File: src/rtl/transport_rcv.sv
// Telephony transport receive: decodes header, packs byte pairs into typed 16-bit words,
// buffers them in a word FIFO and hands one word per cycle to the session layer when it is not busy.
module transport_rcv #(
  parameter int FIFO_DEPTH = 16
) (
  input  logic        clk,
  input  logic        reset,
  input  logic        rcvSignal,
  input  logic [7:0]  packetIn,
  input  logic        sessionBusy,
  output logic [1:0]  sendingToSession,
  output logic [15:0] data,
  output logic        dafuq
);

  localparam int AW = $clog2(FIFO_DEPTH);
  localparam logic [AW:0] PTR_ONE = 1;

  typedef enum logic [1:0] {IDLE, HI, LO, DROP} state_t;

  state_t      state, state_nxt;
  logic [1:0]  pkt_type, pkt_type_nxt;
  logic [7:0]  hi_byte, hi_byte_nxt;
  logic        push, proto_err;

  logic [17:0] mem [FIFO_DEPTH];
  logic [AW:0] wr_ptr, rd_ptr;
  logic        empty, full, pop, wr_en, overflow;
  logic [17:0] rd_entry;

  always_comb begin
    state_nxt    = state;
    pkt_type_nxt = pkt_type;
    hi_byte_nxt  = hi_byte;
    push         = 1'b0;
    proto_err    = 1'b0;
    case (state)
      IDLE: begin
        if (rcvSignal) begin
          if (packetIn[7:6] == 2'b10 || packetIn[7:6] == 2'b01) begin
            pkt_type_nxt = packetIn[7:6];
            state_nxt    = HI;
          end else begin
            proto_err = 1'b1;
            state_nxt = DROP;
          end
        end
      end
      HI: begin
        if (rcvSignal) begin
          hi_byte_nxt = packetIn;
          state_nxt   = LO;
        end else begin
          state_nxt = IDLE;
        end
      end
      LO: begin
        if (rcvSignal) begin
          push      = 1'b1;
          state_nxt = HI;
        end else begin
          // odd-length packet: the dangling high byte is discarded
          proto_err   = 1'b1;
          hi_byte_nxt = 8'h00;
          state_nxt   = IDLE;
        end
      end
      DROP: begin
        if (!rcvSignal) state_nxt = IDLE;
      end
      default: state_nxt = IDLE;
    endcase
  end

  always_ff @(posedge clk or posedge reset) begin
    if (reset) begin
      state    <= IDLE;
      pkt_type <= 2'b00;
      hi_byte  <= 8'h00;
    end else begin
      state    <= state_nxt;
      pkt_type <= pkt_type_nxt;
      hi_byte  <= hi_byte_nxt;
    end
  end

  // extra pointer bit distinguishes full from empty
  assign empty    = (wr_ptr == rd_ptr);
  assign full     = (wr_ptr[AW] != rd_ptr[AW]) && (wr_ptr[AW-1:0] == rd_ptr[AW-1:0]);
  assign pop      = !sessionBusy && !empty;
  assign wr_en    = push && (!full || pop);
  assign overflow = push && full && !pop;
  assign rd_entry = mem[rd_ptr[AW-1:0]];

  always_ff @(posedge clk) begin
    if (wr_en) mem[wr_ptr[AW-1:0]] <= {pkt_type, hi_byte, packetIn};
  end

  always_ff @(posedge clk or posedge reset) begin
    if (reset) begin
      wr_ptr           <= '0;
      rd_ptr           <= '0;
      sendingToSession <= 2'b00;
      data             <= 16'h0000;
      dafuq            <= 1'b0;
    end else begin
      if (wr_en) wr_ptr <= wr_ptr + PTR_ONE;
      if (pop) begin
        rd_ptr           <= rd_ptr + PTR_ONE;
        sendingToSession <= rd_entry[17:16];
        data             <= rd_entry[15:0];
      end else begin
        sendingToSession <= 2'b00;
      end
      if (proto_err || overflow) dafuq <= 1'b1;
    end
  end

endmodule

File: config.mk
export PLATFORM = sky130hd
export DESIGN_NAME = transport_rcv
export DESIGN_NICKNAME = d
export VERILOG_FILES = /design/src/rtl/transport_rcv.sv
export SDC_FILE = /design/constraint.sdc
export NUM_CORES = 1
export LEC_CHECK = 0
export ABC_AREA = 1
export CELL_PAD_IN_SITES_DETAIL_PLACEMENT = 1
export CELL_PAD_IN_SITES_GLOBAL_PLACEMENT = 1
export CORE_UTILIZATION = 45
export DETAILED_ROUTE_END_ITERATION = 7
export DONT_BUFFER_PORTS = 1
export PLACE_DENSITY_LB_ADDON = 0.3
export SKIP_CTS_REPAIR_TIMING = 1
export SLEW_MARGIN = 20
export SYNTH_ARGS = -nofsm -noshare
export SYNTH_HDL_FRONTEND = slang
export SYNTH_SLANG_ARGS = --single-unit
File: constraint.sdc
create_clock -name clk -period 4.7 [get_ports clk]
set_clock_uncertainty 0.2 [all_clocks]
set_input_delay 0.47 -clock clk [delete_from_list [all_inputs] [get_ports clk]]
set_output_delay 0.47 -clock clk [all_outputs]
set_load 0.03 [all_outputs]
# Word level (Yosys, flattened, before mapping)
# Memory sizes are Yosys's and may differ from the RTL's.
# Cells that the tools add are included.
dict set report op_classes {
  n_addsub 2
  eq_ne 12
  muxes 18
  reduce_logical 17
}
# cell count
set op_table {}
lappend op_table {{$mux W8} 2}
lappend op_table {{$pmux W8 S2} 1}
lappend op_table {{$add A5 B1 Y5 const B} 2}
lappend op_table {{$mux W2} 5}
lappend op_table {{$mux W1} 8}
lappend op_table {{$ne A2 B2 Y1 const B} 4}
lappend op_table {{$pmux W2 S4} 1}
lappend op_table {{$eq A2 B2 Y1 const B} 3}
lappend op_table {{$reduce_and A3 Y1} 2}
lappend op_table {{$eq A5 B5 Y1} 1}
lappend op_table {{$logic_and A1 B1 Y1} 5}
lappend op_table {{$eq A2 B1 Y1 const B} 2}
lappend op_table {{$eq A4 B4 Y1} 1}
lappend op_table {{$logic_not A1 Y1} 4}
lappend op_table {{$logic_or A1 B1 Y1} 3}
lappend op_table {{$logic_not A2 Y1} 1}
lappend op_table {{$pmux W1 S2} 1}
lappend op_table {{$reduce_and A2 Y1} 1}
lappend op_table {{$reduce_bool A2 Y1} 1}
lappend op_table {{$ne A1 B1 Y1} 1}
dict set report totals {
  reg_bits 41
  ramBits 288
  inputBits 12
  output_inout_bits 19
  n_memories 1
}
# name depth width rd rd_ports_with_merged_regs write_ports line
set memory_table {}
lappend memory_table {mem 16 18 1 0 1 26} ;# logic [17:0] mem [FIFO_DEPTH];

# Longest topological paths before layout
# Gate-level depths: netlist of run 1.
dict set report logic_depth {
  word_depth 7
  mapped_depth 12
  depth_no_buf 10
}

# Worst setup path before layout of run 1
# No wires, ideal clock.
dict set report synth_timing {
  kind {reg2reg}
  start {register state[0]}
  end {memory mem[13][0] (enable)}
  t_arrival_ns 2.363
  t_required_ns 4.084
  path_slack_ns 1.721
  path_stages_with_launch 7
  n_path_buf 1
  cell_sequence {dfrtp_1 -> nor2_1 -> inv_1 -> nor2_1 -> nand2_1 -> buf_2 -> nor3_1}
}
dict set report synth_between {
  elab_chain_len 5
}
# item line
set synth_rtl {}
lappend synth_rtl {{from (decl)} 21} ;# state_t state, state_nxt;
lappend synth_rtl {{from (signal assigned)} 81} ;# state <= state_nxt;
lappend synth_rtl {{$eq A2 B2 Y1} 37} ;# case (state)
lappend synth_rtl {{$mux W1} 37}
lappend synth_rtl {{$logic_and A1 B1 Y1} 91} ;# assign wr_en = push && (!full || pop);
lappend synth_rtl {{$mux W1} 96} ;# if (wr_en) mem[wr_ptr[AW-1:0]] <= {pkt_type, hi_byte, packetIn};
lappend synth_rtl {{$mux W1 (implied by the code)} 96}
lappend synth_rtl {{to (decl)} 26}
# Every way passes these cells.

# Final worst setup path of run 1
dict set report layout_timing {
  start {register rd_ptr[0]}
  end {memory mem[15][13] (enable)}
}
dict set report layout_between {
  elab_chain_len 7
  elab_cells_between_ends 10
  cone_classes {2 x eq/ne; 2 x mux; 6 x reduce/logical}
}
# item line
set layout_rtl {}
lappend layout_rtl {{from (decl)} 27} ;# logic [AW:0] wr_ptr, rd_ptr;
lappend layout_rtl {{from (signal assigned)} 109} ;# rd_ptr <= rd_ptr + PTR_ONE;
lappend layout_rtl {{$eq A5 B5 Y1 or $eq A4 B4 Y1 (tied branches)} {88, 89}}
lappend layout_rtl {{$logic_not A1 Y1 or $logic_and A1 B1 Y1 (tied branches)} {90, 89}}
lappend layout_rtl {{$logic_and A1 B1 Y1 or $logic_not A1 Y1 (tied branches)} {90, 91}}
lappend layout_rtl {{$logic_or A1 B1 Y1 (*)} 91}
lappend layout_rtl {{$logic_and A1 B1 Y1 (*)} 91}
lappend layout_rtl {{$mux W1 (*)} 96}
lappend layout_rtl {{$mux W1 (implied by the code) (*)} 96}
# Every way passes the cells marked *; elsewhere a longest branch is shown, timed or not.

==> impl_metrics.yaml, run 1 <==
place:
  place_inst: 1787
  routabilityCongestion: 0.835
  hpwl_um: 22700
  portBuffers: 0
floorplanning:
  die_w_um: 180
  rows: 64
  die_area_mm2: 0.0325
  io_pins: 31
  die_h_um: 180
  start_util_pct: 46.2
  core_mm2: 0.0309
setup_path:
  setup.worst_path.end_class: "flip-flop"
  cp.required_ns: 4.64
  cp-start-kind: "flip-flop"
  path_common_cell: "nand2_1"
  crit_arrival_ns: 3.24
  path_cells: "inv_4 -> nand2_1 -> a21oi_1 -> nand3_1 -> nand2_1 -> buf_4 -> nor2_2"
  crit_slowest_cell: "dfrtp_4"
  critical_path_class: "flip-flop to flip-flop"
  crit_fanout: 64
  cp_slowest_stage_delay_ns: 0.90
global_route:
  antenna_found_initial: 1
  grt_start_max_net_pins: 87
  grt_pass1_wl_um: 59900
  overflow: 0
  first_global_vias: 10500
  grtUsageTotal_pct: 24.3
timing:
  setup_tns_ns: 0
  max_freq_mhz: 303
  rsz0062_at_grt: "no"
  hold_violations: 0
  final_max_slew_viol_count: 0
  tightest_slew_ns: 1.03
  finalSetupViolCount: 0
  slew_headroom_pct: 31.4
  finalCritPeriodShare_pct: 70.3
  hold_ws_ns: 0.00129
  min_period_ns: 3.30
yosys:
  yosys-top-cells-area: "edfxtp_1 (61%), nand2_1 (13%), dfrtp_1 (7.2%)"
  synth_top_area_cell: "edfxtp_1"
  ys.warnings.count: 0
  avgSynthCellArea_um2: 9.98
  postSynthCellCount: 1432
  synth_top_area_share_pct: 60.5
  synthesis.area_mm2: 0.0143
  synth.net_count: 1449
  synth_seq_area_share_pct: 67.7
  ys_ff_latch: 329
  synth_edf_count: 288
  ys.flop_type: "edfxtp_1"
  ys_types: 25
  synth-async-reset-ratio_pct: 12.5
final_layout:
  final_cell_mix: "nand2_1 (512), edfxtp_1 (288), inv_1 (266)"
  finish.utilization_pct: 51.8
  final_cells: 1864
  final_nets: 1457
  area_growth_pct: 12.0
  final_common_cell: "nand2_1"
  n_antenna_cell: 0
  multi_input_area_mm2: 0.00337
  fill_cells: 3427
  drive_gt1_share_pct: 6.95
  register_area_mm2: 0.00968
routing:
  ant_nets: 0
  drt_first_pass_iters: 7
  drt_drc_violations_left: 0
  avgRoutedWirePerCell_um: 20.8
  drtIter0Drc: 703
  dr_total_vias: 9885
  wirelength_um: 38700
  vias_per_cell: 5.30
pwr:
  power.density_mw_per_mm2: 575
  p_int_w: 0.00575
  clockPowerShare_pct: 30.3
  power.leakage_nw: 7.04
  p_sw_share_pct: 37.5
  vdd_drop_max_v: 0.000526
  combPwrFrac_pct: 26.3
  p_switching_w: 0.00346
  seqPwrFrac_pct: 43.4
status:
  run_status: "finished, final reports clean"
clocking:
  cts_tree: "built"
  clkTransAtPathRegs_ns: 0.06
  htreeDepth: 2
  cts-root-buf: "clkbuf_16"
  clockBufferDepth: 3
  cts_sinks: 329
  cts_made_buffers: 37
  clock_latency_ns: 0.53
run:
  max_cap_viol_count: 0
hold_path:
  hp-class: "input pin to flip-flop"
-- kinds of logic (layout without fill, tap and decap cells) --
family	after synthesis	in the layout	share of synthesized area [%]
simple gates	735	735	21.2
compound gates	18	18	0.709
fa+ha+maj	5	5	0.438
flops	329	329	67.7
buf+inv	335	371	9.34
xor+xnor	10	10	0.613
-- per-stage QoR --
stage	cell area [µm²]	power [W]	worst slack [ns]
detailed placement	14700	0.00643	1.44
CTS	15900	0.00925	1.41
global route	16000	0.00968	1.20
floorplan	14300	0.00557	1.72
finish	16000	0.00920	1.40
global placement	14700	0.00635	1.45
-- state kept, by name, indices dropped and copies added (netlist names) --
| register | count |
|---|---|
| mem | 288 |
| data | 16 |
| hi_byte | 8 |
| rd_ptr | 5 |
| wr_ptr | 5 |
| pkt_type | 2 |
| sendingToSession | 2 |
| state | 2 |
| dafuq | 1 |
-- critical path, delay by kind of cell, from the launching register on --
kind            cells  cell delay (ns)
simple gates        4             1.16
compound gates      1             0.09
flops               1             0.90
buf+inv             2             0.53
-- path summary, 6_finish.rpt --
path / slack (ns) / endpoint / depth (start not counted) / startpoint
max reg2reg: 1.40 / mem[15][13]$_DFFE_PP_ / 7 / rd_ptr[0]$_DFFE_PP0P_
min reg2reg: 0.33 / state[0]$_DFFE_PP0P_ / 1 / state[0]$_DFFE_PP0P_
max in group asynchronous: 3.35 / rd_ptr[0]$_DFFE_PP0P_ / 2 / reset
min in group asynchronous: 0.34 / data[4]$_DFFE_PP0P_ / 2 / reset
max: 1.40 / mem[15][13]$_DFFE_PP_ / 7 / rd_ptr[0]$_DFFE_PP0P_
min: 0.001 / hi_byte[6]$_DFFE_PP0P_ / 2 / rcvSignal
-- routing by layer --
| layer | vias to the layer above | share of wire, % | GRT usage (%) |
|---|---|---|---|
| li1 | 4553 | - | - |
| met1 | 5030 | 42 | 30.6 |
| met2 | 239 | 51 | 42.5 |
| met3 | 63 | 5.1 | 4.22 |
| met4 | 0 | 2.5 | 7.86 |
| met5 | - | 0 | 0 |
-- cell usage after synthesis (3+ instances only) --
cell type    n
ha_1         5
buf_1        3
edfxtp_1   288
nor2_1       8
nand2_1    512
inv_2        3
xnor2_1      5
nor3_1      15
o21ai_0     11
inv_1      267
clkbuf_1    14
nand3_1    197
buf_4        3
xor2_1       5
buf_2       41
dfrtp_1     41
-- final cells by class --
type / instances / area share [%]
Clock buffer: 55 / 6.91
Clock inverter: 12 / 0.399
Inverter: 272 / 6.40
Multi-Input combinational cell: 768 / 21.0
Sequential cell: 329 / 60.5
Tap cell: 396 / 3.10
Timing Repair Buffer: 32 / 1.66
-- power by group through the flow --
stage	clock (W)	sequential, W	combinational (W)
4_1_cts	0.00284	0.00400	0.00241
6_report	0.00279	0.00400	0.00242
3_3_place_gp	0	0.00405	0.00230
3_5_place_dp	0	0.00406	0.00237
2_1_floorplan	0	0.00378	0.00179
5_1_grt	0.00294	0.00403	0.00271
Power figures use the tool's default switching activity.
==> run 2: changes to the inputs <==
Settings changed: ABC_AREA 1 to 0.
Clock period 4.7 ns to 3.2 ns, I/O delays scaled along.
==> impl_metrics.yaml, run 2 <==
status:
  run_status: "finished, final reports clean"
floorplanning:
  rows: 61
  core_mm2: 0.0279
  start_util_pct: 45.8
  die_h_um: 170
  die_w_um: 170
  die_area_mm2: 0.0290
  io_pins: 31
timing:
  setup_tns_ns: 0
  tightest_slew_ns: 1.14
  finalCritPeriodShare_pct: 90.1
  max_freq_mhz: 347
  final_max_slew_viol_count: 0
  finalSetupViolCount: 0
  hold_ws_ns: 0.0962
  hold_violations: 0
  rsz0062_at_grt: "no"
  slew_headroom_pct: 24.0
  min_period_ns: 2.88
yosys:
  synth_seq_area_share_pct: 75.9
  ys.flop_type: "edfxtp_1"
  synth_top_area_share_pct: 67.8
  postSynthCellCount: 616
  synth_edf_count: 288
  synth_top_area_cell: "edfxtp_1"
  ys_types: 38
  ys.warnings.count: 0
  synth.most_common_cell: "edfxtp_1"
  yosys-top-cells-area: "edfxtp_1 (68%), mux4_2 (13%), dfrtp_1 (8.0%)"
  synth-async-reset-ratio_pct: 12.5
  avgSynthCellArea_um2: 20.7
  synthesis.area_mm2: 0.0127
  ys_ff_latch: 329
  synth_commonest_cells: "edfxtp_1 (288), mux4_2 (72), dfrtp_1 (41), a22oi_1 (32), nand2_1 (20)"
  synth.net_count: 633
routing:
  ant_nets: 0
  wirelength_um: 28800
  drtIter0Drc: 538
  dr_total_vias: 6159
  drt_first_pass_iters: 5
  vias_per_cell: 5.80
  drt_drc_violations_left: 0
  avgRoutedWirePerCell_um: 27.1
final_layout:
  final_nets: 675
  area_growth_pct: 14.4
  final_common_cell: "edfxtp_1"
  n_antenna_cell: 0
  finish.utilization_pct: 52.4
  drive_gt1_share_pct: 25.6
  final_cells: 1061
  fill_cells: 2458
  largest_reg_flops: 288
  final_cell_mix: "edfxtp_1 (288), mux4_2 (72), dfrtp_1 (39)"
setup_path:
  crit_arrival_ns: 2.80
  crit_fanout: 18
  cp-start-kind: "flip-flop"
  cp.required_ns: 3.11
  critical_path_class: "flip-flop to flip-flop"
  r2r_slack_ns: 0.32
  reg2reg_from: "wr_ptr[2]$_DFFE_PP0P_"
  timing.rr.end: "mem[4][4]$_DFFE_PP_"
  r2r_cells: 4
  setup.worst_path.end_class: "flip-flop"
global_route:
  grt_start_max_net_pins: 76
  antenna_found_initial: 0
  overflow: 0
  grt_pass1_wl_um: 43000
  grtUsageTotal_pct: 20.9
  first_global_vias: 6857
clocking:
  cts-root-buf: "clkbuf_16"
  htreeDepth: 2
  clock_latency_ns: 0.50
  cts_made_buffers: 35
  clockBufferDepth: 3
  cts_tree: "built"
  clkTransAtPathRegs_ns: 0.06
  cts_sinks: 329
pwr:
  vdd_drop_max_v: 0.000700
  power.leakage_nw: 4.92
  power.density_mw_per_mm2: 862
place:
  routabilityCongestion: 0.747
  hpwl_um: 16700
  portBuffers: 0
  place_inst: 988
hold_path:
  worstHoldEndpoint: "wr_ptr[3]$_DFFE_PP0P_"
  hp-class: "input pin to flip-flop"
  holdPathStages: 3
  hp-start: "sessionBusy"
run:
  max_cap_viol_count: 0
[run 2: changes by cell type in the layout (fill, tap and decap cells not counted), sizes merged, moves of 11 or more]
cell | before | now
and3 | 0 | 14
inv | 270 | 9
nand2 | 513 | 20
a22oi | 0 | 32
nor3 | 15 | 1
o21ai | 12 | 1
nand3 | 197 | 2
mux4 | 0 | 72
mux2 | 0 | 20
a21oi | 2 | 14
[run 2: where the power goes]
| part | leakage, nW | internal, W | switching, W |
|---|---|---|---|
| combinational | 1.23 | 0.00142 | 0.00156 |
| clock | 0.571 | 0.00254 | 0.00156 |
| sequential | 3.12 | 0.00501 | 0.000491 |
[run 2: final cells by class]
| type | count | area, µm² | area share (%) |
|---|---|---|---|
| Sequential cell | 329 | 9680 | 66.4 |
| Multi-Input combinational cell | 244 | 2870 | 19.7 |
| Clock buffer | 48 | 977 | 6.70 |
| Tap cell | 378 | 473 | 3.24 |
| Timing Repair Buffer | 39 | 358 | 2.45 |
| Clock inverter | 14 | 190 | 1.30 |
| Inverter | 9 | 33.8 | 0.232 |
[run 2: cell families (layout without fill, tap and decap cells)]
group,after synthesis,after routing,synth area share (%)
AO/OA/AOI/OAI,66,66,3.71
XOR/XNOR,14,14,0.962
adder cells (fa/ha/maj),5,5,0.491
buffers and inverters,43,110,1.74
flip-flops,329,329,75.9
multiplexers,94,94,14.6
AND/OR/NAND/NOR,65,65,2.56
[run 2: worst max path at each step]
stage / from / depth (start not counted) / to / slack, ns
floorplan: rd_ptr[4]$_DFFE_PP0P_ / 4 / mem[3][0]$_DFFE_PP_ / 0.15
global placement: wr_ptr[2]$_DFFE_PP0P_ / 4 / mem[1][8]$_DFFE_PP_ / 0.52
detailed placement: wr_ptr[2]$_DFFE_PP0P_ / 4 / mem[5][5]$_DFFE_PP_ / 0.32
CTS: wr_ptr[2]$_DFFE_PP0P_ / 4 / mem[5][3]$_DFFE_PP_ / 0.29
global route: wr_ptr[2]$_DFFE_PP0P_ / 4 / mem[4][4]$_DFFE_PP_ / 0.12
finish: wr_ptr[2]$_DFFE_PP0P_ / 4 / mem[4][4]$_DFFE_PP_ / 0.32
[run 2: per-layer routing]
metal / vias up / global-route usage (%) / part of all wire (%)
met2: 189 / 35.2 / 51
met3: 58 / 4.00 / 5.4
met1: 3301 / 26.9 / 41
met5: - / 0 / 0
li1: 2611 / - / -
met4: 0 / 8.03 / 2.9
[run 2: through the flow]
stage	instance area, µm²	total power, W	worst slack (ns)
after global routing	14600	0.0131	0.115
after CTS	14500	0.0127	0.292
after global placement	13300	0.00846	0.524
after floorplan	12700	0.00776	0.155
after detailed placement	13300	0.00859	0.316
final	14600	0.0126	0.317
[run 2: worst max-delay path, cell delays in order (launching register included)]
cell	delay, ns
dfrtp_1	0.48
xnor2_1	0.21
nand4_1	0.22
o211a_1	0.45
and3_1	0.92
